`src/rtl/ray_pixel_source.sv`:
```
// Ready/valid raster coordinate source: walks H_RES x V_RES pixels, one beat per handshake.
// Optional inter-beat throttle gap enabled by defining RAY_PIXEL_SOURCE_THROTTLE_EN.
module ray_pixel_source #(
  parameter int X_WIDTH    = 10,
  parameter int Y_WIDTH    = 10,
  parameter int H_RES      = 640,
  parameter int V_RES      = 480,
  parameter int GAP_CYCLES = 2
) (
  input  logic               clk,
  input  logic               rst_n,
  input  logic               start,
  input  logic               abort,
  input  logic               ready,
  output logic               valid,
  output logic [X_WIDTH-1:0] pix_x,
  output logic [Y_WIDTH-1:0] pix_y,
  output logic               last,
  output logic               busy,
  output logic               done
);

  localparam logic [X_WIDTH-1:0] X_LAST        = X_WIDTH'(H_RES - 1);
  localparam logic [Y_WIDTH-1:0] Y_LAST        = Y_WIDTH'(V_RES - 1);
  localparam logic               FIRST_IS_LAST = (H_RES == 1) && (V_RES == 1);

`ifdef RAY_PIXEL_SOURCE_THROTTLE_EN
  localparam int GAP_W = (GAP_CYCLES > 1) ? $clog2(GAP_CYCLES) : 1;

  typedef enum logic [1:0] {
    S_IDLE = 2'd0,
    S_SEND = 2'd1,
    S_GAP  = 2'd2
  } state_t;

  logic [GAP_W-1:0] r_gap_cnt;
  logic             w_pos_last;
`else
  typedef enum logic [1:0] {
    S_IDLE = 2'd0,
    S_SEND = 2'd1
  } state_t;

  logic             w_next_last;
`endif

  state_t             r_state;
  logic               r_valid;
  logic [X_WIDTH-1:0] r_pix_x;
  logic [Y_WIDTH-1:0] r_pix_y;
  logic               r_last;
  logic               r_busy;
  logic               r_done;

  logic               w_hs;
  logic               w_at_x_last;
  logic [X_WIDTH-1:0] w_next_x;
  logic [Y_WIDTH-1:0] w_next_y;

  assign w_hs        = r_valid & ready;
  assign w_at_x_last = (r_pix_x == X_LAST);
  assign w_next_x    = w_at_x_last ? '0 : r_pix_x + X_WIDTH'(1);
  assign w_next_y    = w_at_x_last ? r_pix_y + Y_WIDTH'(1) : r_pix_y;

`ifdef RAY_PIXEL_SOURCE_THROTTLE_EN
  assign w_pos_last  = (r_pix_x == X_LAST) && (r_pix_y == Y_LAST);
`else
  assign w_next_last = (w_next_x == X_LAST) && (w_next_y == Y_LAST);
`endif

  // Frame FSM; every output is a register updated here.
  always_ff @(posedge clk or negedge rst_n) begin
    if (!rst_n) begin
      r_state   <= S_IDLE;
      r_valid   <= 1'b0;
      r_pix_x   <= '0;
      r_pix_y   <= '0;
      r_last    <= 1'b0;
      r_busy    <= 1'b0;
      r_done    <= 1'b0;
`ifdef RAY_PIXEL_SOURCE_THROTTLE_EN
      r_gap_cnt <= '0;
`endif
    end else begin
      case (r_state)
        S_IDLE: begin
          r_done <= 1'b0;
          // abort is meaningless here, so start always wins
          if (start) begin
            r_state <= S_SEND;
            r_valid <= 1'b1;
            r_busy  <= 1'b1;
            r_pix_x <= '0;
            r_pix_y <= '0;
            r_last  <= FIRST_IS_LAST;
          end
        end

        S_SEND: begin
          if (abort) begin
            r_state <= S_IDLE;
            r_valid <= 1'b0;
            r_busy  <= 1'b0;
            r_pix_x <= '0;
            r_pix_y <= '0;
            r_last  <= 1'b0;
          end else if (w_hs) begin
            if (r_last) begin
              r_state <= S_IDLE;
              r_valid <= 1'b0;
              r_busy  <= 1'b0;
              r_done  <= 1'b1;
              r_pix_x <= '0;
              r_pix_y <= '0;
              r_last  <= 1'b0;
            end else begin
              r_pix_x <= w_next_x;
              r_pix_y <= w_next_y;
`ifdef RAY_PIXEL_SOURCE_THROTTLE_EN
              // next coordinate is staged during the gap, last re-derived on reassert
              r_state   <= S_GAP;
              r_valid   <= 1'b0;
              r_last    <= 1'b0;
              r_gap_cnt <= GAP_W'(GAP_CYCLES - 1);
`else
              r_last  <= w_next_last;
`endif
            end
          end
        end

`ifdef RAY_PIXEL_SOURCE_THROTTLE_EN
        S_GAP: begin
          if (abort) begin
            r_state   <= S_IDLE;
            r_valid   <= 1'b0;
            r_busy    <= 1'b0;
            r_pix_x   <= '0;
            r_pix_y   <= '0;
            r_last    <= 1'b0;
            r_gap_cnt <= '0;
          end else if (r_gap_cnt == '0) begin
            r_state <= S_SEND;
            r_valid <= 1'b1;
            r_last  <= w_pos_last;
          end else begin
            r_gap_cnt <= r_gap_cnt - GAP_W'(1);
          end
        end
`endif

        default: begin
          r_state <= S_IDLE;
          r_valid <= 1'b0;
          r_busy  <= 1'b0;
          r_done  <= 1'b0;
          r_pix_x <= '0;
          r_pix_y <= '0;
          r_last  <= 1'b0;
        end
      endcase
    end
  end

  assign valid = r_valid;
  assign pix_x = r_pix_x;
  assign pix_y = r_pix_y;
  assign last  = r_last;
  assign busy  = r_busy;
  assign done  = r_done;

endmodule

```
`config.mk`:
```
export PLATFORM = sky130hd
export DESIGN_NAME = ray_pixel_source
export DESIGN_NICKNAME = d
export VERILOG_FILES = /design/src/rtl/ray_pixel_source.sv
export SDC_FILE = /design/constraint.sdc
export NUM_CORES = 1
export LEC_CHECK = 0
export BUFFER_PORTS_ARGS = -buffer_cell sky130_fd_sc_hd__buf_4
export CAP_MARGIN = 20
export CORE_MARGIN = 1
export CORE_UTILIZATION = 45
export DETAILED_ROUTE_END_ITERATION = 16
export GPL_ROUTABILITY_DRIVEN = 0
export GPL_TIMING_DRIVEN = 1
export PLACE_DENSITY = 0.67
export SETUP_SLACK_MARGIN = 0.15
export SKIP_CTS_REPAIR_TIMING = 1
export SYNTH_ARGS = -nofsm -noshare
export SYNTH_HDL_FRONTEND = slang
export SYNTH_SLANG_ARGS = --single-unit
```
`constraint.sdc`:
```
create_clock -name clk -period 2.35 [get_ports clk]
set_clock_uncertainty 0.1 [all_clocks]
set_input_delay 0.47 -clock clk [delete_from_list [all_inputs] [get_ports clk]]
set_output_delay 0.47 -clock clk [all_outputs]
set_load 0.03 [all_outputs]
```
==> results by group <==
Outcome
  – Status: complete, no violations

Critical path
  – Crit-path cells: ha_4, nand4_4, nor4_2, xnor2_1, o2111ai_1, o31ai_2
  – WP buf/inv: 0
  – Worst Path Arrival: 2100 ps
  – Worst EP required: 2480 ps
  – Critical path start-end classification: reg -> reg
  – Critical path endpoint category: register
  – Slowest cell on crit path: dfrtp_2
  – Crit-path max FO: 8
  – Reg-to-Reg End: last
  – Max stage delay on crit path: 470 ps
  – R2r worst-path depth: 6
  – Worst setup SP type: register
  – CP top delay family: simple AND/OR/NAND/NOR gates
  – R2r startpoint: pix_x[0]
  – R2R setup slack: 380 ps

Timing
  – Slew HR: 64.8%
  – Worst slew pin tran: 528 ps
  – RSZ-0062 raised after global routing: false
  – Post-Route Setup TNS: 0 ps
  – Final setup fails: 0
  – F_max: 507 MHz
  – Hold Vio Cnt, Final: 0
  – Final WS setup: 379 ps
  – Final Critical Period: 1970 ps
  – Crit share post-route: 83.9%
  – Final Max Tran Viols: 0

Global routing
  – Antenna violations before repair: 0
  – Grt ovf: 0
  – GRT Resource Usage Total: 20.5%
  – First-pass GRT wire length: 5.38 mm
  – Vias in the first global route: 1147
  – Largest net degree at the start of global routing: 24

Place
  – Placed Instances: 225
  – IO buf count: 28
  – Post-DP Area: 1690 µm²
  – Pre-CTS setup slack: 138 ps
  – HPWL Detailed: 2.35 mm

Clock network
  – Worst-case clock buffer depth: 2
  – H-tree depth: 1
  – CTS tree: built
  – Clock sinks: 23
  – Num CTS Buffers: 3
  – Root Buffer Master: clkbuf_4
  – Clock-pin slew on the worst setup and hold paths: 120 ps
  – Worst skew pair latency: 310 ps

Power
  – P_int: 0.000495 W
  – Reg power frac: 61.0%
  – Comb power frac: 12.0%
  – Switching share of total power: 26.2%
  – Max IR drop VDD: 190 µV
  – P_sw: 0.000176 W
  – Pwr dens: 380 nW/µm²
  – P_leak: 0.783 nW
  – Clk network pwr share: 27.0%

Die
  – Core Region: 3080 µm²
  – Die Height: 59.1 µm
  – DIE WIDTH: 59.1 µm
  – I/O pins: 29
  – Rows: 20
  – Starting Density: 47.7%
  – Die footprint: 3500 µm²

Worst hold path
  – Hold endpoint: r_state[0]
  – Hold depth: 2
  – Min-Delay Path Class: in -> reg
  – Hold path start: start

Yosys
  – Post-Synthesis Cells: 160
  – Synth Register Bits: 23
  – Synthesized Nets: 168
  – Post-synth EDFFs: 0
  – Synth Cell Area: 1470 µm²
  – Main synth FF type: dfrtp_1
  – Synth top area share: 39.2%
  – Synth Warn #: 0
  – Seq/Total Area, Yosys: 39.2%
  – Post-Syn Area per Cell: 9.18 µm²
  – Area contributors post-synth: dfrtp_1, o21ai_0, nand2_1, nand3_1, ha_1
  – Number of distinct library cells after synthesis: 45
  – Synth area leader: dfrtp_1
  – FFs w/ async S/R, synth: 100%

Cells and area
  – Share of layout cells above drive strength 1: 26.2%
  – Non-Filler Cell Area, Final: 1770 µm²
  – Nets: 196
  – Cell Count, Final, Fillers Out: 231
  – Inserted Diodes: 0
  – Area delta synth->final: 20.2%
  – Fillers: 284

Route
  – Vias: 1340
  – WL per Instance: 14.3 µm
  – Drt first pass iters: 4
  – Post-Route WL: 3.30 mm
  – Starting DRT DRC Count: 87
  – Remaining antenna violation count: 0
  – Residual DRC: 0
  – Number of vias per cell: 5.80

Job
  – Max Cap Viol: 0
-- cells in the mapped netlist (all sizes together), types with 2 or more instances --
| cell type | number |
|---|---|
| dfrtp | 23 |
| nand2 | 16 |
| nor3 | 3 |
| nor4 | 4 |
| mux2 | 2 |
| ha | 3 |
| nand2b | 2 |
| a21oi | 4 |
| nand4 | 6 |
| buf | 4 |
| xor2 | 4 |
| nand4b | 2 |
| o21ai | 26 |
| o31ai | 7 |
| clkbuf | 6 |
| a31oi | 5 |
| xnor2 | 3 |
| nor2 | 10 |
| and3 | 3 |
| inv | 4 |
| nand3 | 9 |
-- through the flow --
step,utilization [%],power [W],hold WS [ps]
2_1_floorplan,-,0.000464,74.4
3_3_place_gp,55.0,0.000494,280
3_5_place_dp,55.0,0.000495,283
4_1_cts,55.8,0.000677,-64.9
5_1_grt,57.4,0.000711,271
6_report,57.4,0.000671,293
-- layout by cell type (no fill, tap or decap), types with 2 or more instances in the layout --
cell and instances:
a21oi_1 4, dfrtp_2 2, nand2_1 16, o21ai_0 26
nand4_1 5, buf_4 32, nor4_4 2, nor2_1 10
o31ai_1 5, xnor2_1 3, mux2_2 2, nand3_1 9
and3_1 3, inv_1 4, ha_1 2, a31oi_1 5
xor2_1 4, nand2b_1 2, dfrtp_1 21, nor3_1 3
clkbuf_4 3
-- worst max path at each step --
stage                  start  endpoint  cells after the start
global placement    pix_x[0]      last                      6
global route        pix_x[0]      last                      6
CTS                 pix_x[0]      last                      6
floorplan           pix_x[0]      last                      6
finish              pix_x[0]      last                      6
detailed placement  pix_x[0]      last                      6
-- power by group through the flow --
stage	clock (W)	combinational, W	sequential (W)
global placement	0	0.0000792	0.000415
finish	0.000181	0.0000808	0.000409
CTS	0.000189	0.0000798	0.000408
floorplan	0	0.0000413	0.000422
global route	0.000212	0.0000888	0.000411
detailed placement	0	0.0000798	0.000416
-- cells by family after synthesis --
kind of cell | count (synthesis) | share of synthesized area [%]
AO/OA/AOI/OAI | 49 | 21.0
XOR/XNOR | 7 | 4.17
adder cells (fa/ha/maj) | 3 | 2.56
buffers and inverters | 14 | 5.45
flip-flops | 23 | 39.2
multiplexers | 2 | 1.53
AND/OR/NAND/NOR | 62 | 26.2
-- state kept, by name, indices dropped and copies added, names as in the netlist --
| register | count |
|---|---|
| pix_y | 10 |
| r_state | 1 |
| last | 1 |
| done | 1 |
| pix_x | 10 |
-- final cells by class --
type / count / area (µm²) / share of cell area [%]
timing repair buffer: 33 / 250 / 14.2
clock buffer: 4 / 26.3 / 1.49
multi-input combinational: 123 / 841 / 47.6
inverter: 4 / 15.0 / 0.850
tap: 44 / 55.1 / 3.12
sequential: 23 / 578 / 32.7
-- metal layers --
metal	vias up	wire length (µm)	part of all wire [%]	track usage [%]
met5	-	0	0	0
met2	51	1510	46	31.5
met4	0	44	1.3	7.82
li1	648	-	-	-
met1	636	1540	47	29.5
met3	5	202	6.1	2.62
(Power assumes the default switching activity.)
